$ cat src/rtl/router_pkg.sv
// Shared router types and header field layout, used by the ingress FIFOs and router_arbiter.
package router_pkg;

    localparam int unsigned ROUTER_DATA_W = 64;

    localparam int unsigned DEST_ADDR_LSB = 0;
    localparam int unsigned DEST_ADDR_W   = 10;
    localparam int unsigned DEST_FPGA_LSB = 10;
    localparam int unsigned DEST_FPGA_W   = 2;
    localparam int unsigned SRC_ADDR_LSB  = 12;
    localparam int unsigned SRC_ADDR_W    = 10;
    localparam int unsigned HDR_RSVD_W    = ROUTER_DATA_W - SRC_ADDR_LSB - SRC_ADDR_W;

    typedef struct packed {
        logic [HDR_RSVD_W-1:0]  rsvd;
        logic [SRC_ADDR_W-1:0]  src_addr;
        logic [DEST_FPGA_W-1:0] dest_fpga;
        logic [DEST_ADDR_W-1:0] dest_addr;
    } hdr_t;

    typedef struct packed {
        logic                     last;
        logic [ROUTER_DATA_W-1:0] data;
    } beat_t;

endpackage

$ cat src/rtl/router_fifo_mem.sv
// Beat storage for the ingress FIFO: one synchronous write port, asynchronous read, array not reset.
module router_fifo_mem
    import router_pkg::*;
#(
    parameter int unsigned DEPTH  = 8,
    parameter int unsigned ADDR_W = $clog2(DEPTH)
) (
    input  logic              clk,
    input  logic              we_i,
    input  logic [ADDR_W-1:0] waddr_i,
    input  beat_t             wdata_i,
    input  logic [ADDR_W-1:0] raddr_i,
    output beat_t             rdata_o
);

    beat_t mem_q [DEPTH];

    always_ff @(posedge clk) begin
        if (we_i) begin
            mem_q[waddr_i] <= wdata_i;
        end
    end

    assign rdata_o = mem_q[raddr_i];

endmodule

$ cat src/rtl/router_ingress_fifo.sv
// Per-port ingress packet FIFO with head-of-queue header decode for the router arbiter.
// Define ROUTER_STORE_FWD_EN for store-and-forward; otherwise the FIFO is cut-through.
module router_ingress_fifo
    import router_pkg::*;
#(
    parameter int unsigned DEPTH  = 8,
    parameter int unsigned ADDR_W = $clog2(DEPTH)
) (
    input  logic                     clk,
    input  logic                     rst_n,
    input  logic [ROUTER_DATA_W-1:0] s_tdata,
    input  logic                     s_tvalid,
    output logic                     s_tready,
    input  logic                     s_tlast,
    output logic [ROUTER_DATA_W-1:0] m_tdata,
    output logic                     m_tvalid,
    input  logic                     m_tready,
    output logic                     m_tlast,
    output logic                     hdr_valid,
    output logic [DEST_ADDR_W-1:0]   hdr_dest_addr,
    output logic [DEST_FPGA_W-1:0]   hdr_dest_fpga,
    output logic [SRC_ADDR_W-1:0]    hdr_src_addr,
    output logic [ADDR_W:0]          pkt_count,
    output logic                     err_oversize
);

    localparam int unsigned PTR_W = ADDR_W + 1;

    logic [PTR_W-1:0] wr_ptr_q, wr_ptr_d;
    logic [PTR_W-1:0] rd_ptr_q, rd_ptr_d;
    logic [PTR_W-1:0] pkt_count_q, pkt_count_d;
    logic             sop_q, sop_d;
    logic             full, empty, wr_en, rd_en, head_valid;
    beat_t            wr_beat, rd_beat;

    assign empty = (wr_ptr_q == rd_ptr_q);
    assign full  = (wr_ptr_q[ADDR_W] != rd_ptr_q[ADDR_W]) &&
                   (wr_ptr_q[ADDR_W-1:0] == rd_ptr_q[ADDR_W-1:0]);

`ifdef ROUTER_STORE_FWD_EN
    logic release_q, release_d;
    logic err_q, err_d;

    // A packet that fills the FIFO without its tlast can never complete, so let it drain cut-through.
    assign head_valid = !empty && ((pkt_count_q != '0) || release_q);

    always_comb begin
        release_d = release_q;
        err_d     = err_q;
        if (full && (pkt_count_q == '0)) begin
            release_d = 1'b1;
            err_d     = 1'b1;
        end else if (rd_en && rd_beat.last) begin
            release_d = 1'b0;
        end
    end

    always_ff @(posedge clk or negedge rst_n) begin
        if (!rst_n) begin
            release_q <= 1'b0;
            err_q     <= 1'b0;
        end else begin
            release_q <= release_d;
            err_q     <= err_d;
        end
    end

    assign err_oversize = err_q;
`else
    assign head_valid   = !empty;
    assign err_oversize = 1'b0;
`endif

    assign s_tready = !full;
    assign wr_en    = s_tvalid && !full;
    assign rd_en    = head_valid && m_tready;

    assign wr_beat.last = s_tlast;
    assign wr_beat.data = s_tdata;

    assign m_tvalid  = head_valid;
    assign m_tdata   = head_valid ? rd_beat.data : '0;
    assign m_tlast   = head_valid && rd_beat.last;
    assign hdr_valid = head_valid && sop_q;

    assign hdr_dest_addr = hdr_valid ? m_tdata[DEST_ADDR_LSB +: DEST_ADDR_W] : '0;
    assign hdr_dest_fpga = hdr_valid ? m_tdata[DEST_FPGA_LSB +: DEST_FPGA_W] : '0;
    assign hdr_src_addr  = hdr_valid ? m_tdata[SRC_ADDR_LSB +: SRC_ADDR_W]   : '0;
    assign pkt_count     = pkt_count_q;

    // Pointer, start-of-packet and packet-count next state.
    always_comb begin
        wr_ptr_d    = wr_ptr_q;
        rd_ptr_d    = rd_ptr_q;
        sop_d       = sop_q;
        pkt_count_d = pkt_count_q;
        if (wr_en) begin
            wr_ptr_d = wr_ptr_q + PTR_W'(1);
        end
        if (rd_en) begin
            rd_ptr_d = rd_ptr_q + PTR_W'(1);
            sop_d    = rd_beat.last;
        end
        case ({wr_en && s_tlast, rd_en && rd_beat.last})
            2'b10:   pkt_count_d = pkt_count_q + PTR_W'(1);
            2'b01:   pkt_count_d = pkt_count_q - PTR_W'(1);
            default: pkt_count_d = pkt_count_q;
        endcase
    end

    always_ff @(posedge clk or negedge rst_n) begin
        if (!rst_n) begin
            wr_ptr_q    <= '0;
            rd_ptr_q    <= '0;
            sop_q       <= 1'b1;
            pkt_count_q <= '0;
        end else begin
            wr_ptr_q    <= wr_ptr_d;
            rd_ptr_q    <= rd_ptr_d;
            sop_q       <= sop_d;
            pkt_count_q <= pkt_count_d;
        end
    end

    router_fifo_mem #(
        .DEPTH  (DEPTH),
        .ADDR_W (ADDR_W)
    ) u_mem (
        .clk     (clk),
        .we_i    (wr_en),
        .waddr_i (wr_ptr_q[ADDR_W-1:0]),
        .wdata_i (wr_beat),
        .raddr_i (rd_ptr_q[ADDR_W-1:0]),
        .rdata_o (rd_beat)
    );

endmodule
$ cat config.mk
export PLATFORM = sky130hd
export DESIGN_NAME = router_ingress_fifo
export DESIGN_NICKNAME = d
export VERILOG_FILES = /design/src/rtl/router_pkg.sv /design/src/rtl/router_fifo_mem.sv /design/src/rtl/router_ingress_fifo.sv
export SDC_FILE = /design/constraint.sdc
export NUM_CORES = 1
export LEC_CHECK = 0
export CAP_MARGIN = 40
export CORE_AREA = 4 4 263 162
export DETAILED_ROUTE_END_ITERATION = 8
export DIE_AREA = 0 0 267 166
export PLACE_DENSITY = 0.75
export RECOVER_POWER = 100
export SLEW_MARGIN = 20
export SYNTH_ARGS = -nofsm -noshare
export SYNTH_HDL_FRONTEND = slang
export SYNTH_SLANG_ARGS = --single-unit
$ cat constraint.sdc
create_clock -name clk -period 6.05 [get_ports clk]
set_input_delay 1.21 -clock clk [delete_from_list [all_inputs] [get_ports clk]]
set_output_delay 1.21 -clock clk [all_outputs]
set_load 0.05 [all_outputs]
==> results of run 1 <==
cell families after synthesis:
family,count (synthesis)
compound gates,6
xor+xnor,19
fa+ha+maj,5
buf+inv,53
flops,533
mux,198
other cells,1
simple gates,115
worst max-delay path: stages, from the launching register on:
cell and delay, ps:
dfrtp_4 800, xor2_1 180, nor4_1 650, clkinv_1 310, nand2_2 460, nor2_1 110
dlygate4sd3_1 780
sequential cells by signal, indices dropped and copies added (netlist names):
name / count
wr_ptr_q: 4
sop_q: 1
u_mem.mem_q: 520
rd_ptr_q: 4
pkt_count: 4
area by class of cell:
cell class / count / area (sq um) / share of cell area [%]
sequential: 533 / 16000 / 65.5
tap: 531 / 664 / 2.73
clock inverter: 15 / 170 / 0.698
multi-input combinational: 344 / 4390 / 18.0
inverter: 3 / 11.3 / 0.0462
timing repair buffer: 185 / 1800 / 7.41
clock buffer: 71 / 1370 / 5.62
stage by stage:
stage / worst slack, ps / instances / util (%)
global placement: 1910 / 1595 / 57.3
CTS: 1290 / 1682 / 61.2
global route: 707 / 1682 / 60.8
finish: 986 / 1682 / 60.8
detailed placement: 1890 / 1596 / 57.4
floorplan: 1270 / 930 / -
metal layers:
layer / track usage, % / vias up / routed length (um)
met5: 0 / - / 76
met4: 3.46 / 12 / 632
met3: 3.60 / 64 / 2020
met1: 28.0 / 5019 / 18300
met2: 29.2 / 247 / 19400
li1: - / 4178 / -
final timing paths:
path | startpoint | to
max in group asynchronous | rst_n | rd_ptr_q[0]
min in group asynchronous | rst_n | rd_ptr_q[2]
hold / removal | sop_q | sop_q
setup / recovery | rd_ptr_q[1] | hdr_src_addr[7]
hold reg to reg | sop_q | sop_q
setup reg to reg | rd_ptr_q[2] | u_mem.mem_q[1][38]
placed cells by master, fill, tap and decap left out, drive strengths merged, types with 8 or more instances in the layout:
cell,Yosys,routed
clkinv,0,11
dlygate4sd3,0,160
clkbuf,11,86
buf,39,8
xnor2,9,9
mux4,130,130
edfxtp,520,520
nor2,94,94
xor2,10,10
dfrtp,12,12
mux2i,65,65
==> impl_metrics.toml, run 1 <==
[run_status]
outcome = "complete, but fails checks"
violations = "max-capacitance violations, max-slew violations"

[clock_tree]
cts_resized = 0
post_cts_buffers = 0
cts_buffers = 46
cts_max_path_buffers = 3
cts.clk_slew.worst_paths_ps = 70
clkSinkCount = 533
ctsHoldBuffers = 0
cts_tree = "built"
clk_latency_ps = 550
htree_num_levels = 2
root_buffer = "clkbuf_16"

[synth]
yosys.area.top_type_share_pct = 75.6
synth_edf_count = 520
synth-simple-area-share_pct = 2.41
synth_top_family_by_area = "multiplexers"
synth-xor-area-share_pct = 0.806
postSynth.asyncResetShare_pct = 2.44
synthMuxAreaShare_pct = 17.5
synth_cell_types = 34
syn_inst = 930
synth.area.top_cells = "edfxtp_1 (76%), mux4_2 (14%), mux2i_1 (3.2%)"
ys.flop_type = "edfxtp_1"
yosys.area.top_type = "edfxtp_1"
yosysWarnings = 0
syn_avg_cell_area_sq_um = 22.2
synth_compound_area_share_pct = 0.273
synth_fa_ha_area_share_pct = 0.303
syn_area_sq_mm = 0.0206
synthMostInstantiatedCell = "edfxtp_1"
yosys_register_bits = 533
syn_nets = 1004
seq_area_frac_synth_pct = 77.2
synth_common_cells = "edfxtp_1 (520), mux4_2 (130), nor2_1 (94), mux2i_1 (65), buf_4 (20)"

[drt]
first_pass_iters = 5
wl_per_cell_um = 24.1
drc = 0
num_vias = 9520
routed_wl_um = 40500
vias_per_cell = 5.66
ant_nets = 0
drt-initial-drc-count = 762

[floorplanning]
die_height_um = 166
die_w_um = 267
dieArea_sq_mm = 0.0443
fp-row-count = 57
io_pins = 164
coreArea_sq_mm = 0.0401
start_util_pct = 51.5

[worst_setup_path]
arrival_ps = 3850
critPathCaptureType = "primary output"
startpoint_type = "flop"
reg2regPathDepth = 6
cp.required_ps = 4840
r2r_setup_slack_ps = 1090
critPathMaxFanout = 40
worst-setup-path-type = "flop to primary output"

[sta]
tns_ps = 0
fin_skew_ps = 13.1
drv_slew = 327
setup_viol = 0
worst_pin_slew_ps = 2850
hold_viol = 0
period_needed_ps = 5060
fin_hold_ws_ps = 522
relSlewSlack_pct = -90.1
rsz0062_at_grt = "false"
fmax_ghz = 0.197
min_period_over_period_pct = 83.7

[job]
maxCapViolations = 11

[global_routing]
first_global_vias = 9993
grtUsageTotal_pct = 18.6
grt_overflow_total = 0
grt_start_max_net_pins = 96
antenna_found_initial = 7
grt_pass1_wl_um = 62600

[finish]
layout.nets = 1187
fill_cells = 2817
drive_gt1_share_pct = 18.9
antennaDiodeCount = 0
postLayoutCellArea_sq_mm = 0.0244
areaGrowthSynthToFinish_pct = 18.0

[placed_design]
port_buffers = 162
place_congestion = 0.718
place_area_sq_mm = 0.0230
hpwl_um = 22900

[min_path]
hold_depth = 1
min_path_type = "flop to flop"
Power of run 1 is not shown: default switching activity piles up to over one toggle a cycle in this logic, so the estimate is an artifact.
==> run 2, diff against run 1 <==
==> constraint.sdc (replaced) <==
create_clock -name clk -period 4.4 [get_ports clk]
set_input_delay 0.88 -clock clk [delete_from_list [all_inputs] [get_ports clk]]
set_output_delay 0.88 -clock clk [all_outputs]
set_load 0.05 [all_outputs]
==> run 2 against run 1 <==
Effect of this change: the flow still finishes with violations (max-capacitance violations, max-slew violations); non-clock buffer count increased by 9; worst hold slack gained 0.98 ps; sequential share of layout area up 0.27 points; register-to-register slack got worse by 770 ps; largest cell class unchanged; core utilization decreased by 0.25 points; global-route usage is 0.57 points higher.
==> impl_metrics.toml, run 2 (synthesized netlist as in run 1, its figures left out) <==
[global_routing]
grt_util_met2_pct = 30.1
grt_overflow_total = 0
first_global_vias = 10200
met1_usage_pct = 28.6
grtUsageTotal_pct = 19.1
grt_pass1_wl_um = 64100
antenna_found_initial = 9
grt_start_max_net_pins = 87
grt.busiest_layer = "met2"
grt_use_met3_pct = 3.98

[finish]
layout_commonest_cell = "edfxtp_1"
post-route-util_pct = 60.5
final_cell_mix = "edfxtp_1 (520), mux4_2 (130), dlygate4sd3_1 (128)"
largest_register = "u_mem.mem_q"
drive_gt1_share_pct = 21.6
areaGrowthSynthToFinish_pct = 17.5
layout.nets = 1198
largest_register_ffs = 520

[job]
maxCapViolations = 6

[clock_tree]
clkSinkCount = 533
cts_buffers = 48
cts_tree = "built"
cts_max_path_buffers = 3
clk_latency_ps = 560
cts_resized = 0
htree_num_levels = 2
cts.clk_slew.worst_paths_ps = 60
root_buffer = "clkbuf_16"

[drt]
num_vias = 9584
drc = 0
routed_wl_um = 41600
drt-initial-drc-count = 728
first_pass_iters = 5
ant_nets = 0
wl_per_cell_um = 24.7
vias_per_cell = 5.67

[sta]
period_needed_ps = 4170
relSlewSlack_pct = -35.0
worst_pin_slew_ps = 2020
hold_viol = 0
rsz0062_at_grt = "false"
setup_viol = 0
min_period_over_period_pct = 94.7
drv_slew = 208
fmax_ghz = 0.240
fin_ws_ps = 233
tns_ps = 0
fin_hold_ws_ps = 523
fin_skew_ps = 17.0

[worst_setup_path]
critPathMaxFanout = 18
cp_slowest_cell = "clkdlybuf4s50_1"
cp.required_ps = 3520
arrival_ps = 3290
slowest_delay_ps = 750
startpoint_type = "flop"
critical_path_buf_inv_count = 2
crit_family = "buffers and inverters"
worst-setup-path-type = "flop to primary output"
path_cells = "clkbuf_4 > mux4_2 > mux2i_1 > nor2_1 > clkdlybuf4s50_1"
critPathCaptureType = "primary output"

[floorplanning]
die_height_um = 166
io_pins = 164
coreArea_sq_mm = 0.0401
dieArea_sq_mm = 0.0443
fp-row-count = 57
die_w_um = 267
start_util_pct = 51.5

[run_status]
outcome = "complete, but fails checks"
violations = "max-capacitance violations, max-slew violations"

[placed_design]
port_buffers = 162
place_congestion = 0.725
hpwl_um = 23200
pre_cts_ws_ps = 705

[min_path]
min_path_type = "flop to flop"
## run 2: worst reg2reg max path, stage by stage (launching register included)
cell      delay [ps]
dfrtp_4          680
buf_12           450
xnor2_1          180
nand4_1          250
nand3_1          300
nor3_1           280
clkbuf_2        1500
## run 2: final timing paths
path | startpoint | to | slack [ps] | cells after the start
max in group asynchronous | rst_n | rd_ptr_q[2] | 2730 | 2
worst min register to register | sop_q | sop_q | 520 | 1
worst min-delay path | sop_q | sop_q | 520 | 1
worst max register to register | rd_ptr_q[2] | u_mem.mem_q[0][9] | 320 | 6
worst max-delay path | rd_ptr_q[0] | m_tdata[59] | 230 | 5
min in group asynchronous | rst_n | pkt_count[3] | 570 | 1
## run 2: metrics by stage
step           instances  area, sq um
2_1_floorplan        930        20700
3_3_place_gp        1603        23000
3_5_place_dp        1604        23000
4_1_cts             1687        24400
5_1_grt             1688        24300
6_report            1689        24300
## run 2: final cells by class
type | count | area, sq um
repair buffers | 194 | 1810
inverters | 3 | 11.3
clock inverters | 17 | 110
clock buffers | 66 | 1310
diodes | 1 | 2.50
flip-flops and latches | 533 | 16000
well taps | 531 | 664
fillers | 2780 | 15800
multi-input cells | 344 | 4410
## run 2: layer usage
| metal | wire, um | vias to the layer above |
|---|---|---|
| met4 | 471 | 12 |
| met3 | 2520 | 57 |
| met1 | 18600 | 5070 |
| met5 | 74 | - |
| met2 | 20000 | 246 |
| li1 | - | 4199 |
## run 2: what timing repair did
item | 4_1_cts | 5_1_grt
hold buffers | 0 | 0
buffers inserted | 0 | 1
endpoints found under the setup margin | 0 | 7
Power of run 2 is left out for the same reason.
==> run 3, diff against run 2 <==
--- a/config.mk
+++ b/config.mk
@@ -9,6 +9,7 @@
 export CORE_AREA = 4 4 263 162
 export DETAILED_ROUTE_END_ITERATION = 8
 export DIE_AREA = 0 0 267 166
+export GPL_TIMING_DRIVEN = 0
 export PLACE_DENSITY = 0.75
 export RECOVER_POWER = 100
 export SLEW_MARGIN = 20
==> run 3 against run 2 <==
Effect of this change: largest cell class unchanged; highest routed layer unchanged; global-route usage grew 1.3 points; clock-buffer cell count shrank 7; wire length grew 7.4%; die area is the same; critical path depth grew 1; sequential cell count is the same; the flow still finishes with violations (max-capacitance violations, max-slew violations); setup slack lost 76 ps; cell count grew 4.0%.
==> impl_metrics.toml, run 3 (synthesized netlist as in run 1, its figures left out) <==
[run_status]
outcome = "complete, but fails checks"
violations = "max-capacitance violations, max-slew violations"

[worst_setup_path]
arrival_ps = 3360
slowest_delay_ps = 930
crit_top_cell = "buf_2"
critical_path_buf_inv_count = 4
critPathCaptureType = "primary output"
cp_slowest_cell = "dlygate4sd3_1"
startpoint_type = "flop"
path_cells = "buf_2 > buf_2 > buf_2 > mux2i_1 > nor2_1 > dlygate4sd3_1"
crit_family = "buffers and inverters"
worst-setup-path-type = "flop to primary output"
cp.required_ps = 3520
critPathMaxFanout = 10

[finish]
postLayoutCellArea_sq_mm = 0.0248
final_cell_count_no_fill = 1757
areaGrowthSynthToFinish_pct = 20.0
drive_gt1_share_pct = 21.8
layout.nets = 1256
fill_cells = 2735
largest_register_ffs = 520
largest_register = "u_mem.mem_q"
final_cell_mix = "edfxtp_1 (520), dlygate4sd3_1 (150), mux4_2 (130)"
layout_commonest_cell = "edfxtp_1"

[drt]
ant_nets = 0
first_pass_iters = 7
wl_per_cell_um = 25.4
vias_per_cell = 5.73
drc = 0
num_vias = 10100
drt-initial-drc-count = 904
routed_wl_um = 44700

[global_routing]
first_global_vias = 10400
grtUsageTotal_pct = 20.5
grt_overflow_total = 0
antenna_found_initial = 10
grt_start_max_net_pins = 21
grt_pass1_wl_um = 67300

[floorplanning]
die_w_um = 267
coreArea_sq_mm = 0.0401
io_pins = 164
start_util_pct = 51.5
die_height_um = 166
dieArea_sq_mm = 0.0443
fp-row-count = 57

[sta]
rsz0062_at_grt = "false"
min_period_over_period_pct = 96.4
drv_slew = 52
relSlewSlack_pct = -49.9
hold_viol = 0
fmax_ghz = 0.236
fin_skew_ps = 26.8
worst_pin_slew_ps = 2240
period_needed_ps = 4240
setup_viol = 0

[job]
maxCapViolations = 3

[clock_tree]
root_buffer = "clkbuf_16"
cts_max_path_buffers = 3
clkSinkCount = 533
ctsHoldBuffers = 0
clk_latency_ps = 580
htree_num_levels = 2
cts.clk_slew.worst_paths_ps = 60
cts_tree = "built"
cts_buffers = 48

[placed_design]
place_congestion = 0.753
dp.cells = 1661
port_buffers = 162
hpwl_um = 29700
place_area_sq_mm = 0.0238

[min_path]
min_path_type = "flop to flop"
-- run 3: cell types whose count changed in the layout (fill, tap and decap cells not counted), sizes merged, moves of 2 or more --
| cell | change |
|---|---|
| buf | +34 |
| bufinv | +2 |
| clkbuf | -8 |
| clkinv | +9 |
| diode | +5 |
| dlygate4sd3 | +22 |
| dlymetal6s2s | +2 |
-- run 3: worst paths after layout --
check                             from            endpoint  slack, ps  depth (start not counted)
setup / recovery           rd_ptr_q[2]         m_tdata[60]        160                          6
max in group asynchronous        rst_n        pkt_count[2]       3230                          1
setup reg to reg           rd_ptr_q[0]  u_mem.mem_q[6][42]        190                          8
hold reg to reg                  sop_q               sop_q        520                          1
min in group asynchronous        rst_n         rd_ptr_q[2]        760                          1
hold / removal                   sop_q               sop_q        520                          1
-- run 3: worst reg2reg max path: cells and delay by family (launching register included) --
kind	cells	cell delay, ps
buffers and inverters	4	1880
DFF	1	380
and+or+nand+nor	3	1400
xor gates and xnor gates	1	130
-- run 3: stage by stage --
step | util (%) | setup TNS (ps) | hold WS (ps) | setup WS, ps
3_3_place_gp | 57.2 | -1613630 | 506 | -3300
5_1_grt | 61.8 | 0 | 541 | 10.7
2_1_floorplan | - | -134280 | 498 | -379
3_5_place_dp | 59.3 | 0 | 510 | 574
4_1_cts | 63.1 | 0 | 519 | 62.2
6_report | 61.8 | 0 | 518 | 157
-- run 3: final cells by class --
cell class                 instances  area (sq um)  share of cell area [%]
multi-input combinational        344          4380                    17.7
sequential                       533         15900                    64.4
inverter                           3          11.3                  0.0455
clock inverter                    29           219                   0.884
tap                              531           664                    2.68
clock buffer                      59          1300                    5.26
antenna                            6          15.0                  0.0606
timing repair buffer             202          1940                    7.83
buffer                            50           303                    1.22
-- run 3: what timing repair did --
action / CTS / global route
endpoints found under the hold margin: 0 / 0
buffers inserted: 0 / 0
resized for setup: 3 / 1
cloned: 0 / 0
endpoints found under the setup margin: 3 / 1
-- run 3: metal layers --
layer / wire [um] / vias up / track usage, %
li1: - / 4339 / -
met1: 19400 / 5288 / 30.5
met2: 21100 / 365 / 31.5
met3: 3150 / 67 / 4.15
met4: 1080 / 8 / 5.51
met5: 49 / - / 0
Power of run 3 is left out for the same reason.
